## src/rtl/inst_decode_queue.sv

```systemverilog
// MIPS instruction decode queue: classifies R/I/J, splits all fields, extends the immediate and buffers it in a FIFO.
// Optional feature macro DECODE_SIGN_EXT_EN: sign-extend the immediate for arithmetic, branch and load/store opcodes.
module inst_decode_queue #(
  parameter int DATA_W = 32,
  parameter int DEPTH  = 2
) (
  input  logic                       clk,
  input  logic                       rst,
  input  logic                       flush,
  input  logic                       in_valid,
  output logic                       in_ready,
  input  logic [31:0]                in_inst,
  output logic                       out_valid,
  input  logic                       out_ready,
  output logic [1:0]                 out_fmt,
  output logic [5:0]                 out_opcode,
  output logic [4:0]                 out_rs,
  output logic [4:0]                 out_rt,
  output logic [4:0]                 out_rd,
  output logic [4:0]                 out_shamt,
  output logic [5:0]                 out_funct,
  output logic [DATA_W-1:0]          out_imm,
  output logic [25:0]                out_target,
  output logic [$clog2(DEPTH+1)-1:0] count
);
  localparam int AW = $clog2(DEPTH);
  localparam int CW = $clog2(DEPTH+1);

  typedef struct packed {
    logic [1:0]        fmt;
    logic [5:0]        opcode;
    logic [4:0]        rs;
    logic [4:0]        rt;
    logic [4:0]        rd;
    logic [4:0]        shamt;
    logic [5:0]        funct;
    logic [DATA_W-1:0] imm;
    logic [25:0]       target;
  } entry_t;

  entry_t        mem [DEPTH];
  entry_t        dec, head;
  logic [AW-1:0] wr_ptr, rd_ptr;
  logic          push, pop, sext;

  always_comb begin
    dec        = '0;
    dec.opcode = in_inst[31:26];
    dec.rs     = in_inst[25:21];
    dec.rt     = in_inst[20:16];
    dec.rd     = in_inst[15:11];
    dec.shamt  = in_inst[10:6];
    dec.funct  = in_inst[5:0];
    dec.target = in_inst[25:0];
    case (in_inst[31:26])
      6'h00:        dec.fmt = 2'd0;
      6'h02, 6'h03: dec.fmt = 2'd2;
      default:      dec.fmt = 2'd1;
    endcase
`ifdef DECODE_SIGN_EXT_EN
    case (in_inst[31:26])
      6'h04, 6'h05, 6'h08, 6'h09, 6'h0A, 6'h23, 6'h2B: sext = 1'b1;
      default:                                         sext = 1'b0;
    endcase
`else
    sext = 1'b0;
`endif
    // casting a signed 16-bit value up to DATA_W replicates bit 15
    dec.imm = sext ? DATA_W'($signed(in_inst[15:0])) : DATA_W'(in_inst[15:0]);
  end

  assign in_ready  = !rst && !flush && (count < CW'(DEPTH));
  assign out_valid = (count != '0);
  assign push      = in_valid && in_ready;
  assign pop       = out_valid && out_ready && !flush;

  always_ff @(posedge clk) begin
    if (rst || flush) begin
      wr_ptr <= '0;
      rd_ptr <= '0;
      count  <= '0;
    end else begin
      if (push) begin
        mem[wr_ptr] <= dec;
        wr_ptr      <= wr_ptr + AW'(1);
      end
      if (pop) rd_ptr <= rd_ptr + AW'(1);
      if (push && !pop)      count <= count + CW'(1);
      else if (pop && !push) count <= count - CW'(1);
    end
  end

  // fields read as zero whenever the queue is empty
  assign head       = out_valid ? mem[rd_ptr] : '0;
  assign out_fmt    = head.fmt;
  assign out_opcode = head.opcode;
  assign out_rs     = head.rs;
  assign out_rt     = head.rt;
  assign out_rd     = head.rd;
  assign out_shamt  = head.shamt;
  assign out_funct  = head.funct;
  assign out_imm    = head.imm;
  assign out_target = head.target;
endmodule

```

## config.mk

```make
export PLATFORM = sky130hd
export DESIGN_NAME = inst_decode_queue
export DESIGN_NICKNAME = d
export VERILOG_FILES = /design/src/rtl/inst_decode_queue.sv
export SDC_FILE = /design/constraint.sdc
export NUM_CORES = 1
export LEC_CHECK = 0
export ABC_CLOCK_PERIOD_IN_PS = 2250
export BUFFER_PORTS_ARGS = -buffer_cell sky130_fd_sc_hd__buf_2
export CAP_MARGIN = 20
export CORE_ASPECT_RATIO = 0.7
export CORE_MARGIN = 2
export CORE_UTILIZATION = 48
export DETAILED_ROUTE_END_ITERATION = 8
export GPL_TIMING_DRIVEN = 0
export PLACE_DENSITY_LB_ADDON = 0.05
export SKIP_LAST_GASP = 1
export SLEW_MARGIN = 25
export SYNTH_ARGS = -nofsm -noshare
export SYNTH_HDL_FRONTEND = slang
export SYNTH_SLANG_ARGS = --single-unit
```

## constraint.sdc

```tcl
create_clock -name clk -period 2.25 [get_ports clk]
set_clock_uncertainty 0.15 [all_clocks]
set_input_delay 0 -clock clk [delete_from_list [all_inputs] [get_ports clk]]
set_output_delay 0 -clock clk [all_outputs]
set_load 0.01 [all_outputs]
```

==> results of run 1 <==
[metrics by stage]
step | worst slack [ns] | utilization (%) | instance area, um2 | std cells | TNS, ns
finish | 0.1775 | 69.31 | 4618 | 513 | 0
global route | 0.0009135 | 69.31 | 4618 | 513 | 0
CTS | 0.1699 | 69.31 | 4618 | 513 | 0
detailed placement | 0.1934 | 61.20 | 4078 | 461 | 0
global placement | -0.3505 | 60.45 | 4028 | 459 | -20.30
floorplan | 0.2247 | - | 3329 | 249 | 0
[critical path: stages]
cell           delay (ns)
dlygate4sd3_1        0.54
buf_2                0.12
or2_1                0.23
buf_6                0.13
nor3b_4              0.22
and2_2               0.47
buf_16               0.22
[state kept, by name, indices dropped and copies added, names as in the netlist, named ones only]
| register | flops |
|---|---|
| count | 2 |
| mem | 68 |
| rd_ptr | 1 |
| wr_ptr | 1 |
[cells in the mapped netlist, drive strengths merged]
cell type  instances
edfxtp            68
buf               66
nor2              40
mux2i             34
dfxtp              5
o21ai              3
xor2               3
and2               2
inv                2
or2                2
a21oi              1
and2b              1
conb               1
ha                 1
nor2b              1
nor3b              1
nor4               1
or3                1
xnor2              1
[final timing paths]
kind         startpoint    endpoint  slack [ns]  cells past startpoint
min reg2reg      rd_ptr    register        0.36                      2
max                 rst  mem[1][47]        0.18                      7
max reg2reg    count[1]    count[1]        0.20                      5
min               flush    count[0]        0.09                      5
[cell type report]
class	count	share of cell area [%]
Buffer	66	10.59
Clock buffer	12	2.926
Clock inverter	4	0.9753
Inverter	2	0.1626
Multi-Input combinational cell	108	15.01
Sequential cell	73	46.38
Tap cell	94	2.547
Timing Repair Buffer	154	21.40
[cell usage in the layout (no fill, tap or decap), drive strengths merged]
master       instances
inv                  2
and2b                1
mux2i               34
xnor2                1
conb                16
edfxtp              68
nor2b                1
nor3b                1
clkbuf              12
or3                  1
ha                   1
nor2                40
o21ai                3
or2                  2
and2                 2
dlygate4sd3         36
bufinv               1
a21oi                1
dfxtp                5
buf                184
nor4                 1
clkinv               3
xor2                 3
[cells by family (layout without fill, tap and decap cells)]
kind of cell	count (synthesis)	count (layout)	synth area share, %
other cells	1	16	0.1146
buf+inv	68	238	15.18
mux	34	34	10.40
compound gates	4	4	0.6113
simple gates	49	49	6.805
flops	73	73	65.44
fa+ha+maj	1	1	0.3822
xor+xnor	4	4	1.071
[report_power, final]
group | total (W) | internal (W) | switching, W
Combinational | 0.000307 | 0.000167 | 0.000139
Clock | 0.000933 | 0.000508 | 0.000425
Sequential | 0.00152 | 0.00151 | 0.00000783
Total | 0.00276 | 0.00219 | 0.000572
[per-layer routing]
metal / vias up / GRT usage (%) / share of wire, %
li1: 1102 / - / -
met1: 989 / 20.81 / 42
met2: 87 / 28.47 / 50
met3: 2 / 5.460 / 6.9
met4: 0 / 4.444 / 0.56
met5: - / 0 / 0
==> results.json, run 1 <==
{
  "ys_seq_area_share_pct": 65.44,
  "dr.pass1.iters": 4,
  "cts_tree": "built",
  "post-route-min-period_ns": 2.073,
  "syn_inst": 234,
  "nFillCells": 502,
  "hold_viol": 0,
  "vdd_drop_max_mv": 0.4636,
  "nNetsFinal": 452,
  "avgSynthCellArea_um2": 13.99,
  "start_util_pct": 49.13,
  "fp.dieH_um": 73.09,
  "power_density_nw_per_um2": 597.3,
  "gp_congestion": 0.6780,
  "htreeDepth": 3,
  "final-setup-viol-count": 0,
  "start_kind": "input pin",
  "fin_crit_sh_pct": 92.11,
  "yosys_register_bits": 73,
  "endpoint_kind": "register",
  "port_buffers": 116,
  "worstPathArrival_ns": 1.95,
  "grt_pass1_wl_um": 9252,
  "ant_nets": 0,
  "cts_setup_buffers": 0,
  "grt_start_max_net_pins": 28,
  "drc_errors": 0,
  "cts_buffers": 9,
  "drt-initial-drc-count": 52,
  "drv_cap": 0,
  "regArea_um2": 2142,
  "yosys.area.top_type": "edfxtp_1",
  "antenna_found_initial": 0,
  "worstPathRequired_ns": 2.12,
  "post-dp-hpwl_um": 4126,
  "grt_pass1_vias": 1953,
  "fp.dieW_um": 102.7,
  "power_w": 0.002758,
  "post_cts_resized": 0,
  "max_freq_ghz": 0.4825,
  "rsz0062_at_grt": "no",
  "p_leak_nw": 2.090,
  "diodes": 0,
  "worst-path-max-fanout": 20,
  "dr_total_vias": 2180,
  "area_delta_synth_final_pct": 41.09,
  "wl_per_cell_um": 11.79,
  "ioPinCount": 133,
  "yosysTopAreaCellShare_pct": 62.39,
  "critical_path_class": "in2reg",
  "clkTransAtPathRegs_ns": 0.07,
  "hold_buffers": 36,
  "worstSkewPairLatency_ns": 0.32,
  "synth_warnings": 0,
  "via_per_inst": 4.250,
  "row_count": 25,
  "wl_um": 6050,
  "drive_above_1_share_pct": 48.21,
  "hold_class": "in2reg",
  "multi_input_area_um2": 693.2,
  "yosysUniqueCellTypes": 23,
  "synth_area_leaders": "edfxtp_1 (62%), buf_4 (14%), mux2i_1 (10%)",
  "grt_usage_pct": 16.76,
  "design.die.area_um2": 7506,
  "design.core.area_um2": 6663,
  "slew_violations": 0,
  "cts_num_sinks": 73,
  "outcome": "finished, final reports clean",
  "clock_path_buffers": 2,
  "syn_area_um2": 3273,
  "timing.hold.ws_ns": 0.09418,
  "root_buffer": "clkbuf_8",
  "grt-ovfl-total": 0
}
(Power assumes the default switching activity.)
==> run 2, diff against run 1 <==
--- a/config.mk
+++ b/config.mk
@@ -10,7 +10,8 @@
 export CAP_MARGIN = 20
 export CORE_ASPECT_RATIO = 0.7
 export CORE_MARGIN = 2
-export CORE_UTILIZATION = 48
+export CORE_UTILIZATION = 50
+export CTS_BUF_LIST = sky130_fd_sc_hd__clkbuf_2 sky130_fd_sc_hd__clkbuf_4 sky130_fd_sc_hd__clkbuf_8
 export DETAILED_ROUTE_END_ITERATION = 8
 export GPL_TIMING_DRIVEN = 0
 export PLACE_DENSITY_LB_ADDON = 0.05
==> run 2 against run 1 <==
  * Critical path depth down 2
  * Core utilization up 4.6 points
  * Via count fell by 0.46%
  * Setup slack gained 0.055 ns
  * Fmax grew 2.7%
  * Die area decreased by 3.8%
  * Register-to-register slack better by 0.03 ns
  * Largest power group unchanged
  * Routed wire length rose by 0.55%
  * Sequential power about the same
==> results.json, run 2 (synthesis gave the netlist of run 1 again) <==
{
  "via_per_inst": 4.375,
  "outcome": "finished, final reports clean",
  "cts_num_sinks": 73,
  "start_util_pct": 52.15,
  "post-route-min-period_ns": 2.017,
  "layout_common_cells": "buf_2 (120), edfxtp_1 (68), buf_4 (61)",
  "clkTransAtPathRegs_ns": 0.07,
  "final-setup-viol-count": 0,
  "power_density_nw_per_um2": 629.3,
  "fp.dieW_um": 100.7,
  "largest_reg_flops": 68,
  "wl_per_cell_um": 12.26,
  "min_from": "flush",
  "grt_usage_pct": 17.00,
  "hold_end": "count[0]",
  "cts_buffers": 9,
  "cts_tree": "built",
  "reg2reg_depth": 5,
  "p_clk_share_pct": 37.5,
  "ant_nets": 0,
  "p_seq_share_pct": 52.0,
  "wl_um": 6083,
  "grt-ovfl-total": 0,
  "drt-initial-drc-count": 55,
  "design.core.area_um2": 6276,
  "grt_start_max_net_pins": 22,
  "fin_crit_sh_pct": 89.65,
  "post-dp-hpwl_um": 4089,
  "max_freq_ghz": 0.4958,
  "worstSkewPairLatency_ns": 0.34,
  "nNetsFinal": 452,
  "ioPinCount": 133,
  "drive_above_1_share_pct": 48.56,
  "row_count": 24,
  "slew_violations": 0,
  "critical_path_class": "reg2reg",
  "internal-power_w": 0.002309,
  "port_buffers": 116,
  "p_leak_nw": 2.107,
  "rsz0062_at_grt": "no",
  "gp_congestion": 0.7195,
  "area_delta_synth_final_pct": 41.70,
  "grt_pass1_wl_um": 9156,
  "worstPathRequired_ns": 2.38,
  "post_cts_resized": 0,
  "dr.pass1.iters": 4,
  "hold_viol": 0,
  "p_switching_w": 0.0006094,
  "hold_depth": 5,
  "reg.largest.list": "mem x68, count x2",
  "start_kind": "register",
  "power_w": 0.002919,
  "vdd_drop_max_mv": 0.4847,
  "cts_setup_buffers": 0,
  "worstPathArrival_ns": 2.14,
  "endpoint_kind": "register",
  "worst-path-max-fanout": 8,
  "diodes": 0,
  "clock_path_buffers": 2,
  "dpl.cell_count": 445,
  "setup_tns_ns": 0,
  "dr_total_vias": 2170,
  "fp.dieH_um": 71.70,
  "sw_frac_of_total_pct": 20.88,
  "antenna_found_initial": 0,
  "largest_register": "mem",
  "stdcell_count": 496,
  "grt_pass1_vias": 1938,
  "root_buffer": "clkbuf_8",
  "reg2reg_slack_ns": 0.23,
  "drv_cap": 0,
  "design.die.area_um2": 7220,
  "p_comb_share_pct": 10.5,
  "drc_errors": 0,
  "hold_class": "in2reg",
  "htreeDepth": 3,
  "final_common_cell": "buf_2",
  "worstReg2RegEnd": "count[1]",
  "r2r_start": "count[1]",
  "hold_buffers": 36
}
## run 2: changes by cell type in the layout (fill, tap and decap cells not counted), sizes merged
cell and change:
clkbuf -2, bufinv +1
## run 2: critical path: stages, from the launching register on
cell and delay, ns:
dfxtp_1 0.52, o21ai_0 0.19, or2_2 0.30, ha_1 0.31, or3_1 0.35, a21oi_1 0.13
## run 2: stage by stage
| step | hold slack, ns | cell area [um2] | utilization (%) | setup WS (ns) |
|---|---|---|---|---|
| floorplan | -0.05113 | 3329 | - | 0.2247 |
| CTS | 0.01913 | 4638 | 73.90 | 0.2357 |
| global placement | 0.03728 | 4008 | 63.86 | -0.2945 |
| detailed placement | 0.04104 | 4065 | 64.77 | 0.2546 |
| global route | 0.07443 | 4638 | 73.90 | 0.1164 |
| finish | 0.02121 | 4638 | 73.90 | 0.2329 |
## run 2: cell type report
type	count	area, um2
inverters	2	7.507
clock buffers	10	131.4
fillers	440	1638
clock inverters	5	81.33
plain buffers	66	489.2
flip-flops and latches	73	2142
multi-input cells	108	693.2
well taps	78	97.59
repair buffers	154	996.0
## run 2: power groups by stage
stage,sequential [W],clock [W],combinational [W]
3_3_place_gp,0.00155,0,0.000246
3_5_place_dp,0.00155,0,0.000258
4_1_cts,0.00152,0.00111,0.000307
6_report,0.00152,0.00109,0.000306
5_1_grt,0.00152,0.00118,0.000335
2_1_floorplan,0.00155,0,0.000154
## run 2: how the worst max path moves through the flow
stage	startpoint	endpoint	slack, ns	depth (start not counted)
6_report	count[1]	count[1]	0.23	5
5_1_grt	count[1]	count[1]	0.12	5
4_1_cts	count[1]	count[1]	0.24	5
3_5_place_dp	count[1]	count[1]	0.25	5
3_3_place_gp	rst	mem[1][59]	-0.29	5
2_1_floorplan	count[1]	mem[1][42]	0.22	2
## run 2: metal layers
metal | track usage (%) | vias up | wire (um)
met5 | 0 | - | 0
li1 | - | 1096 | -
met4 | 5.479 | 0 | 72
met3 | 6.049 | 8 | 410
met1 | 21.08 | 992 | 2656
met2 | 28.07 | 74 | 2943
